==> config.mk <==
export PLATFORM = sky130hd
export DESIGN_NAME = systolic_array_ctrl_flat
export DESIGN_NICKNAME = d
export VERILOG_FILES = /design/src/rtl/systolic_array_ctrl_pkg.sv /design/src/rtl/systolic_array_ctrl_if.sv /design/src/rtl/systolic_array_ctrl_ofmap_wr_sched.sv /design/src/rtl/systolic_array_ctrl.sv /design/src/flat_wrapper.sv
export SDC_FILE = /design/constraint.sdc
export NUM_CORES = 1
export LEC_CHECK = 0
export ABC_AREA = 1
export ABC_CLOCK_PERIOD_IN_PS = 5010
export BUFFER_PORTS_ARGS = -buffer_cell sky130_fd_sc_hd__buf_2
export CAP_MARGIN = 10
export CELL_PAD_IN_SITES_DETAIL_PLACEMENT = 1
export CELL_PAD_IN_SITES_GLOBAL_PLACEMENT = 1
export CORE_UTILIZATION = 25
export DETAILED_ROUTE_END_ITERATION = 8
export PLACE_DENSITY = 0.65
export SETUP_SLACK_MARGIN = 0.2
export SLEW_MARGIN = 30
export SYNTH_ARGS = -nofsm -noshare
export SYNTH_HDL_FRONTEND = slang
export SYNTH_SLANG_ARGS = --single-unit
==> constraint.sdc <==
create_clock -name clk -period 5.01 [get_ports clk]
set_input_delay 1.002 -clock clk [delete_from_list [all_inputs] [get_ports clk]]
set_output_delay 1.002 -clock clk [all_outputs]
set_load 0.01 [all_outputs]
==> src/rtl/systolic_array_ctrl_pkg.sv <==
// rtl/systolic_array_ctrl_pkg.sv - shared types and constants for the systolic array tile sequencer
// Package systolic_pkg: default array geometry, controller state encoding and
// the array pipeline latency (ARRAY_LAT = ARRAY_HEIGHT + ARRAY_WIDTH - 1).
package systolic_pkg;

    localparam int DEF_ARRAY_HEIGHT = 4;
    localparam int DEF_ARRAY_WIDTH  = 4;
    localparam int DEF_MAX_VECS     = 256;

    function automatic int array_lat(input int height, input int width);
        return height + width - 1;
    endfunction

    localparam int ARRAY_LAT = array_lat(DEF_ARRAY_HEIGHT, DEF_ARRAY_WIDTH);

    typedef enum logic [2:0] {
        IDLE   = 3'd0,
        LOAD_W = 3'd1,
        STREAM = 3'd2,
        DRAIN  = 3'd3,
        DONE   = 3'd4
    } ctrl_state_e;

endpackage

==> src/rtl/systolic_array_ctrl_if.sv <==
// rtl/systolic_array_ctrl_if.sv - host start/done handshake for the tile sequencer
// Signals: start (host -> ctrl), num_vecs (host -> ctrl, VW bits),
//          busy (ctrl -> host), done (ctrl -> host, one-cycle pulse).
// Modports: master = host side, slave = controller side.
interface systolic_array_ctrl_if
    import systolic_pkg::*;
#(
    parameter int VW = $clog2(DEF_MAX_VECS + 1)
) ();
    logic          start;
    logic [VW-1:0] num_vecs;
    logic          busy;
    logic          done;

    modport master (output start, output num_vecs, input busy, input done);
    modport slave  (input start, input num_vecs, output busy, output done);
endinterface

==> src/rtl/systolic_array_ctrl_ofmap_wr_sched.sv <==
// rtl/systolic_array_ctrl_ofmap_wr_sched.sv - turns the ifmap issue window into the ofmap write window
// Ports: clk, rst (sync, active-high), clear (tile start, resets the row
//        address), issue (ifmap read strobe), wr_en / addr (ofmap write strobe
//        and row address), last_wr (this write has nothing behind it).
// A write comes out LAT+1 cycles after each issue: one cycle of buffer read
// latency plus LAT cycles through the array.
module ofmap_wr_sched
    import systolic_pkg::*;
#(
    parameter int LAT = ARRAY_LAT,
    parameter int VW  = $clog2(DEF_MAX_VECS + 1)
) (
    input  logic          clk,
    input  logic          rst,
    input  logic          clear,
    input  logic          issue,
    output logic          wr_en,
    output logic [VW-1:0] addr,
    output logic          last_wr
);
    // sr[0] is the newest issue, sr[LAT] the one whose result is ready now
    logic [LAT:0]  sr;
    logic [VW-1:0] cnt;

    always_ff @(posedge clk) begin
        if (rst) begin
            sr  <= '0;
            cnt <= '0;
        end else begin
            sr <= {sr[LAT-1:0], issue};
            if (clear)
                cnt <= '0;
            else if (sr[LAT])
                cnt <= cnt + VW'(1);
        end
    end

    assign wr_en   = sr[LAT];
    assign addr    = cnt;
    // Only meaningful once issuing has stopped: no later results are in flight
    assign last_wr = sr[LAT] & ~(|sr[LAT-1:0]);
endmodule

==> src/rtl/systolic_array_ctrl.sv <==
// rtl/systolic_array_ctrl.sv - one-tile sequencer: load weights, stream ifmaps, drain, commit ofmap rows
// Ports: clk, rst (sync, active-high); host (start/num_vecs/busy/done);
//        weight_rd_en/weight_row/weight_load (weight buffer and array load);
//        ifmap_rd_en/ifmap_addr (ifmap buffer); array_enable (array step);
//        ofmap_wr_en/ofmap_addr (ofmap buffer).
// Optional: SYSTOLIC_CTRL_PERF_EN adds perf_cycles[31:0], the busy cycle
//           count of the current/last tile (cleared on accepted start).
module systolic_array_ctrl
    import systolic_pkg::*;
#(
    parameter int ARRAY_HEIGHT = DEF_ARRAY_HEIGHT,
    parameter int ARRAY_WIDTH  = DEF_ARRAY_WIDTH,
    parameter int MAX_VECS     = DEF_MAX_VECS,
    localparam int VW          = $clog2(MAX_VECS + 1),
    localparam int RW          = $clog2(ARRAY_HEIGHT)
) (
    input  logic                 clk,
    input  logic                 rst,
    systolic_array_ctrl_if.slave host,
    output logic                 weight_rd_en,
    output logic [RW-1:0]        weight_row,
    output logic                 weight_load,
    output logic                 ifmap_rd_en,
    output logic [VW-1:0]        ifmap_addr,
    output logic                 array_enable,
    output logic                 ofmap_wr_en,
    output logic [VW-1:0]        ofmap_addr
`ifdef SYSTOLIC_CTRL_PERF_EN
    ,
    output logic [31:0]          perf_cycles
`endif
);
    localparam int LAT = array_lat(ARRAY_HEIGHT, ARRAY_WIDTH);

    ctrl_state_e   state_q, state_d;
    logic [RW-1:0] wcnt;
    logic [VW-1:0] vcnt;
    logic [VW-1:0] nv_q;
    logic [VW-1:0] nv_in;
    logic          accept;
    logic          last_wr;
    logic          busy_c, done_c;

    // Out-of-range vector counts are clamped rather than trusted
    assign nv_in  = (host.num_vecs > VW'(MAX_VECS)) ? VW'(MAX_VECS) : host.num_vecs;
    assign accept = (state_q == IDLE) && host.start;

    always_ff @(posedge clk) begin
        if (rst) begin
            state_q     <= IDLE;
            wcnt        <= '0;
            vcnt        <= '0;
            nv_q        <= '0;
            weight_load <= 1'b0;
        end else begin
            state_q     <= state_d;
            // Weight buffer has one cycle of read latency
            weight_load <= weight_rd_en;
            case (state_q)
                IDLE: begin
                    if (host.start) begin
                        nv_q <= nv_in;
                        wcnt <= '0;
                        vcnt <= '0;
                    end
                end
                LOAD_W: if (wcnt != RW'(ARRAY_HEIGHT - 1)) wcnt <= wcnt + RW'(1);
                STREAM: if (vcnt != nv_q - VW'(1)) vcnt <= vcnt + VW'(1);
                default: ;
            endcase
        end
    end

    always_comb begin
        state_d      = state_q;
        busy_c       = (state_q != IDLE);
        done_c       = 1'b0;
        weight_rd_en = 1'b0;
        weight_row   = '0;
        ifmap_rd_en  = 1'b0;
        ifmap_addr   = '0;
        array_enable = 1'b0;
        case (state_q)
            IDLE: begin
                if (host.start) state_d = LOAD_W;
            end
            LOAD_W: begin
                weight_rd_en = 1'b1;
                weight_row   = wcnt;
                if (wcnt == RW'(ARRAY_HEIGHT - 1))
                    state_d = (nv_q == '0) ? DONE : STREAM;
            end
            STREAM: begin
                ifmap_rd_en  = 1'b1;
                ifmap_addr   = vcnt;
                // The first vector is still in the buffer read stage
                array_enable = (vcnt != '0);
                if (vcnt == nv_q - VW'(1)) state_d = DRAIN;
            end
            DRAIN: begin
                array_enable = 1'b1;
                if (last_wr) state_d = DONE;
            end
            DONE: begin
                done_c  = 1'b1;
                state_d = IDLE;
            end
            default: state_d = IDLE;
        endcase
    end

    assign host.busy = busy_c;
    assign host.done = done_c;

    ofmap_wr_sched #(
        .LAT (LAT),
        .VW  (VW)
    ) u_ofmap_wr_sched (
        .clk     (clk),
        .rst     (rst),
        .clear   (accept),
        .issue   (ifmap_rd_en),
        .wr_en   (ofmap_wr_en),
        .addr    (ofmap_addr),
        .last_wr (last_wr)
    );

`ifdef SYSTOLIC_CTRL_PERF_EN
    always_ff @(posedge clk) begin
        if (rst)
            perf_cycles <= '0;
        else if (accept)
            perf_cycles <= '0;
        else if (busy_c && (perf_cycles != 32'hFFFF_FFFF))
            perf_cycles <= perf_cycles + 32'd1;
    end
`endif
endmodule
==> src/flat_wrapper.sv <==
// flat-port wrapper written by rule: the top's interface ports become plain ports
module systolic_array_ctrl_flat import systolic_pkg::*;
#(
    parameter int ARRAY_HEIGHT = DEF_ARRAY_HEIGHT,
    parameter int ARRAY_WIDTH  = DEF_ARRAY_WIDTH,
    parameter int MAX_VECS     = DEF_MAX_VECS,
    localparam int VW          = $clog2(MAX_VECS + 1),
    localparam int RW          = $clog2(ARRAY_HEIGHT)
)
  (clk, rst, weight_rd_en, weight_row, weight_load, ifmap_rd_en, ifmap_addr, array_enable, ofmap_wr_en, ofmap_addr, host_start, host_num_vecs, host_busy, host_done);
  systolic_array_ctrl_if host_i ();
  input  logic clk;
  input  logic rst;
  output logic weight_rd_en;
  output logic [RW-1:0] weight_row;
  output logic weight_load;
  output logic ifmap_rd_en;
  output logic [VW-1:0] ifmap_addr;
  output logic array_enable;
  output logic ofmap_wr_en;
  output logic [VW-1:0] ofmap_addr;
  input wire logic [$bits(host_i.start)-1:0] host_start;
  input wire logic [$bits(host_i.num_vecs)-1:0] host_num_vecs;
  output wire logic [$bits(host_i.busy)-1:0] host_busy;
  output wire logic [$bits(host_i.done)-1:0] host_done;
  assign host_i.start = host_start;
  assign host_i.num_vecs = host_num_vecs;
  assign host_busy = host_i.busy;
  assign host_done = host_i.done;
  systolic_array_ctrl #(.ARRAY_HEIGHT(ARRAY_HEIGHT), .ARRAY_WIDTH(ARRAY_WIDTH), .MAX_VECS(MAX_VECS)) u_core (.clk(clk), .rst(rst), .host(host_i), .weight_rd_en(weight_rd_en), .weight_row(weight_row), .weight_load(weight_load), .ifmap_rd_en(ifmap_rd_en), .ifmap_addr(ifmap_addr), .array_enable(array_enable), .ofmap_wr_en(ofmap_wr_en), .ofmap_addr(ofmap_addr));
endmodule
======== Word-level counts from Yosys, hierarchy flattened ========
Index checks and enable logic that the tools add are counted.
storage, ports and cells
  register bits after elaboration ......... 41
  input port bits ......................... 12
  output and inout port bits .............. 27
cells by class
  add/subtract/negate cells ............... 4
  $lt $le $gt $ge ......................... 1
  eq/ne operators ......................... 14
  muxes and demuxes ....................... 19
  bitwise gates (word level) .............. 2
  reductions and logical operators ........ 13
operators with widths
  kind                                                                     count
  9-bit 2-to-1 mux                                                         4
  9-bit by 1-bit adder with 9-bit output, second input constant            2
  9-bit case mux with 2 select lines                                       1
  3-bit 2-to-1 mux                                                         5
  3-bit case mux with 4 select lines                                       1
  2-bit by 1-bit inequality test with 1-bit output, second input constant  5
  9-bit == test                                                            1
  9-bit > comparator, second input constant                                1
  9-bit zero test                                                          1
  9-bit inequality test                                                    1
  9-bit nonzero test                                                       1
  9-bit by 1-bit subtractor with 9-bit output, second input constant       1
  7-bit OR reduction                                                       1
  3-bit by 2-bit == test with 1-bit output, second input constant          2
  2-bit 2-to-1 mux                                                         3
  3-bit AND reduction                                                      2
  2-bit inequality test, second input constant                             2
  2-bit case mux with 2 select lines                                       1
  4-bit AND reduction                                                      1
  2-bit nonzero test                                                       2
  3-bit by 1-bit == test with 1-bit output, second input constant          1
  3-bit == test, second input constant                                     1
  3-bit zero test                                                          1
  1-bit 2-to-1 mux                                                         3
  9 further kinds                                                          9

======== Longest topological paths before layout ========
Gate-level depths: netlist of the first run.
  word-level depth ........................ 5
  gate-level depth with buffers ........... 16

======== By module ========
A second synthesis of the first run with hierarchy kept.
second synthesis, totals
  cells, all modules ...................... 345
  area, all modules ....................... 2,265.9 sq um
modules (own cells, without submodules)
  module               instances  cells each  area each (sq um)  sequential area each (sq um)
  systolic_array_ctrl  1          259         1,594.0            480.5
  ofmap_wr_sched       1          86          671.9              340.3

======== Least setup slack after synthesis of the first run ========
OpenSTA, ideal clock, no wires.
  path type ............................... register -> output
  start ................................... register u_core.state_q[0]
  end ..................................... output port array_enable
  arrival time ............................ 1.067 ns
  required time ........................... 4.008 ns
  path slack .............................. 2.941 ns
  stages on the path, launching flop included .. 6
  path buffers ............................ 0
  cells stage by stage .................... dfxtp_1 -> nor2_1 -> nand2_1 -> inv_1 -> o21ai_0 -> o21ai_0
between the ends
  word-level cells in the longest chain between the ends .. 2
  elaborated cells between the ends (all ways) .. 3
ends and longest elaborated chain
  item                                      RTL line                   RTL
  from (decl)                               systolic_array_ctrl.sv:35  ctrl_state_e state_q, state_d;
  from (signal assigned)                    systolic_array_ctrl.sv:56  state_q <= state_d;
  3-bit by 2-bit == test with 1-bit output  systolic_array_ctrl.sv:83  case (state_q)
  1-bit case mux with 2 select lines *      systolic_array_ctrl.sv:83
  to (decl)                                 flat_wrapper.sv:19         output logic array_enable;
Every way passes the cells marked *; elsewhere a longest branch is shown, timed or not.

======== Final worst setup path of the first run ========
Same ends and word-level chain as after synthesis.

==> reports/qor.csv, run 1 <==
metric,value,unit
clock_latency,300,ps
met1_usage,18.5,%
die-area,8970,µm²
cts_sinks,41,
hold_viol,0,
avgSynthCellArea,6.80,µm²
wl_per_cell,13.1,µm
dp.cells,453,
grt_setup_unrepaired,no,
cp_slowest_stage_delay,370,ps
cts_tree,done,
synth_top_cell_by_area,dfxtp_1,
synth_edf_count,0,
setup_viol,0,
use_met3,3.38,%
dieWidth,94.7,µm
rows,33,
hp-start,u_core.u_ofmap_wr_sched.sr[1],
start_util,26.0,%
drt_iter0_drc,97,
boundaryPins,39,
wl,6030,µm
ys_seq_area_share,38.2,%
cp-start-kind,flip-flop,
syn_nets,333,
crit_top_cell,o21ai_0,
grt_pass1_wl,10100,µm
critPathSlowestCell,nand2_1,
r2r_slack,2920,ps
ctsResizeCount,0,
ys_warn_count,0,
max_freq,337,MHz
hp-class,flip-flop to flip-flop,
path_class,flip-flop to output port,
synth_top_area_share,38.2,%
synthTopCellsByArea,"dfxtp_1 (38%), nand2_1 (9.8%), nor2_1 (9.6%), inv_1 (8.7%), nand3_1 (5.1%)",
areaGrowthSynthToFinish,19.2,%
layout.nets,372,
synth_seq_cells,41,
drv_cap,0,
power.density,442,nW/µm²
layout-drive-gt1-share,17.1,%
ys.flop_type,dfxtp_1,
route.detailed.drc,0,
setup_tns,0,ps
track_usage,14.5,%
crit_required,4010,ps
clockBufferDepth,2,
grt_max_degree,16,
grt.busiest_layer,met2,
ir_worst_vdd,0.131,mV
worst_pin_slew,587,ps
post_dp_cell_area,2430,µm²
root_buffer,clkbuf_8,
port_buffers,38,
synth-async-reset-ratio,0,%
core,8260,µm²
power.total,1.13,mW
crit_path_end_kind,output port,
vias,2105,
fin_skew,7.65,ps
cts_hold_buf,0,
worstPathBufferInverterCount,2,
fin_crit_sh,59.2,%
antennaDiodeCount,0,
yosys-top-cells-count,"nand2_1 (56), nor2_1 (55), inv_1 (50)",
slew-limit-headroom,60.3,%
path_delay_family,simple AND/OR/NAND/NOR gates,
clk_pin_slew_worst_paths,80,ps
startpoint,u_core.state_q[0],
yosysMostFrequentCell,nand2_1,
overflow,0,
grt_pass1_vias,2146,
cp_max_fo,13,
hpwl,4790,µm
path_cells,"nor2_1, nand2_1, inv_1, o21ai_0, o21ai_0, buf_2",
status,finished clean,
crit_arrival,1960,ps
ant_nets,0,
layout_min_cycle_time,2960,ps
via_per_inst,4.57,
antenna_found_initial,0,
die_h,94.7,µm
cts_setup_buffers,0,
grt_use_met2,25.1,%
synthesis.area,2150,µm²
place.gp.congestion,0.749,
fin_cells,461,
drt_first_pass_iters,4,
final_max_slew_viol_count,0,
syn_inst,316,
p_leak,1.17,nW
r2r-start,u_core.state_q[0],
htree_levels,2,
numCtsBuffers,5,
fin_area,2560,µm²
synth.distinct_cells,30,
layer usage:
layer | vias up | part of all wire, % | routed length (µm)
met2 | 29 | 49 | 2940
met3 | 4 | 3.2 | 195
met4 | 0 | 0.60 | 36
met5 | - | 0 | 0
met1 | 997 | 47 | 2860
li1 | 1075 | - | -
registers in the layout, summed over array words and instances (netlist names):
register / count
u_core.nv_q: 9
u_core.state_q: 3
u_core.u_ofmap_wr_sched.addr: 9
u_core.u_ofmap_wr_sched.sr: 8
u_core.vcnt: 9
u_core.wcnt: 2
u_core.weight_load: 1
layout make-up:
cell class	instances	area, µm²
Sequential cell	41	821
Timing Repair Buffer	38	190
Inverter	54	203
Multi-Input combinational cell	215	1080
Fill cell	1057	5700
Clock inverter	3	65.1
Clock buffer	5	68.8
Tap cell	105	131
where the power goes:
part	switching [mW]	internal [mW]
Sequential	0.0346	0.363
Combinational	0.285	0.130
Clock	0.123	0.198
cell usage in the layout (no fill, tap or decap), drive strengths merged, types with 2 or more instances in the layout:
cell     n
dfxtp   41
clkbuf   5
nor4     2
bufinv   2
nand4    5
nand2   61
buf     38
inv     54
ha       5
nor2    59
a21oi   15
nor3     4
a22oi    2
o21ai   16
o22ai    6
xnor2    4
nand3   24
nor3b    3
xor2     5
cells by family (layout without fill, tap and decap cells):
family	count (synthesis)	after routing	share of synthesized area, %
XOR/XNOR	9	9	3.67
adder cells (fa/ha/maj)	5	5	2.91
flip-flops	41	41	38.2
multiplexers	1	1	0.466
AO/OA/AOI/OAI	41	41	10.4
AND/OR/NAND/NOR	159	159	32.9
buffers and inverters	60	100	11.4
path summary, 6_finish.rpt:
check	end	depth (start not counted)
setup / recovery	array_enable	6
hold reg to reg	u_core.u_ofmap_wr_sched.sr[2]	2
hold / removal	u_core.u_ofmap_wr_sched.sr[2]	2
setup reg to reg	u_core.u_ofmap_wr_sched.addr[5]	8
per-stage QoR:
step                hold slack [ps]  worst slack, ps  util [%]
global route                    456             1810      31.0
floorplan                       409             2940         -
detailed placement              431             2360      29.4
CTS                             442             2020      31.0
finish                          431             2050      31.0
global placement                423             2340      29.4
worst register-to-register path: stages, from the launching register on:
cell	delay (ps)
dfxtp_1	340
nor2_1	230
nand2_1	120
nor2_1	210
inv_2	150
nand2_1	420
inv_1	310
o21ai_0	150
a21oi_1	50
Power figures use the tool's default switching activity.
==> run 2: changes to the inputs <==
- ABC_CLOCK_PERIOD_IN_PS: 5010 -> 2680
- PLACE_DENSITY: 0.65 -> 0.67
- clock period: 5.01 -> 2.68 ns (I/O delays scaled with it)
==> run 2 against run 1 <==
Effect of this change: clock-buffer cell count unchanged; register-to-register slack got worse by 2300 ps; clock power increased by 60%.
==> reports/qor.csv, run 2 (synthesis results as in run 1) <==
metric,value,unit
numCtsBuffers,5,
drv_cap,0,
layout_common_cells,"nor2_1 (55), nand2_1 (55), inv_1 (50), dfxtp_1 (41), buf_2 (38)",
wl_met1,2880,µm
cp_slowest_stage_delay,340,ps
wl,5970,µm
antennaDiodeCount,0,
via_per_inst,4.51,
wl_per_cell,12.9,µm
crit_top_cell,o21ai_0,
crit_arrival,1720,ps
grt_setup_unrepaired,no,
vias,2086,
htree_levels,2,
grt_pass1_wl,9750,µm
dieWidth,94.7,µm
layout_min_cycle_time,2260,ps
slew-limit-headroom,73.0,%
hp-class,flip-flop to flip-flop,
cts_tree,done,
grt_pass1_vias,2054,
die_h,94.7,µm
rows,33,
dr_wl_met3,130,µm
clockBufferDepth,2,
ant_nets,0,
fin_skew,12.0,ps
cp_max_fo,13,
root_buffer,clkbuf_8,
layout_setup_ws,424,ps
clock_latency,300,ps
path_delay_family,simple AND/OR/NAND/NOR gates,
layout.nets,374,
hp-start,u_core.u_ofmap_wr_sched.sr[4],
clk_pin_slew_worst_paths,80,ps
areaGrowthSynthToFinish,19.0,%
place.gp.congestion,0.744,
critPathSlowestCell,dfxtp_1,
cp-start-kind,flip-flop,
core,8260,µm²
route.detailed.drc,0,
start_util,26.0,%
cts_sinks,41,
ir_worst_vdd,0.180,mV
status,finished clean,
crit_path_end_kind,output port,
r2r-start,u_core.nv_q[0],
layout-drive-gt1-share,17.9,%
r2r_slack,660,ps
hpwl,4720,µm
crit_required,2140,ps
cts_hold_buf,0,
track_usage,14.3,%
antenna_found_initial,0,
timing.rr.end,u_core.vcnt[1],
path_class,flip-flop to output port,
fin_crit_sh,84.2,%
place_ws,606,ps
path_cells,"nor2_1, nand2_2, inv_1, o21ai_0, o21ai_0, buf_2",
drt_first_pass_iters,4,
drt_iter0_drc,45,
die-area,8970,µm²
boundaryPins,39,
min_path_cells,2,
setup_tns,0,ps
hold_viol,0,
port_buffers,38,
grt_max_degree,15,
power.total,2.03,mW
worstPathBufferInverterCount,2,
setup_viol,0,
final_max_slew_viol_count,0,
hold_path_end,u_core.u_ofmap_wr_sched.sr[5],
utilization,31.0,%
max_freq,443,MHz
top_layer_used,met4,
reg2reg_depth,13,
overflow,0,
power.density,793,nW/µm²
p_leak,1.17,nW
worst_pin_slew,400,ps
wl_met2,2930,µm
run 2: timing repair:
action	in CTS	in global routing
resized for setup	0	1
setup buffers	0	0
endpoints found under the setup margin	0	1
run 2: through the flow:
step                      cells  hold WS, ps  area [µm²]
after floorplan             316          409        2150
after global placement      455          427        2440
after detailed placement    455          422        2440
after CTS                   463          437        2550
after global routing        463          467        2560
final                       463          441        2560
run 2: area by class of cell:
type / instances / area (µm²)
multi-input cells: 215 / 1080
flip-flops and latches: 41 / 821
clock buffers: 5 / 68.8
clock inverters: 3 / 43.8
fillers: 1096 / 5700
repair buffers: 40 / 205
inverters: 54 / 203
well taps: 105 / 131
run 2: power breakdown:
group          internal (mW)  switching (mW)
Combinational          0.249           0.525
Sequential             0.678          0.0620
Clock                  0.279           0.234
run 2: worst max path at each step:
stage / start / to / cells after the start
2_1_floorplan: u_core.nv_q[0] / u_core.vcnt[4] / 14
3_3_place_gp: u_core.state_q[0] / array_enable / 6
3_5_place_dp: u_core.state_q[0] / array_enable / 6
4_1_cts: u_core.state_q[0] / array_enable / 6
5_1_grt: u_core.state_q[0] / array_enable / 6
6_report: u_core.state_q[0] / array_enable / 6
run 2: metal layers:
metal / vias up / GRT usage (%)
met1: 975 / 18.0
met5: - / 0
met3: 4 / 2.42
met2: 21 / 24.4
li1: 1086 / -
met4: 0 / 4.92
run 2: worst reg2reg max path: cells and delay by family, from the launching register on:
kind                     cells  cell delay (ps)
AO/OA/AOI/OAI                1              160
AND/OR/NAND/NOR             10             1050
buffers and inverters        1              120
flip-flops                   1              350
adder cells (fa/ha/maj)      1              230
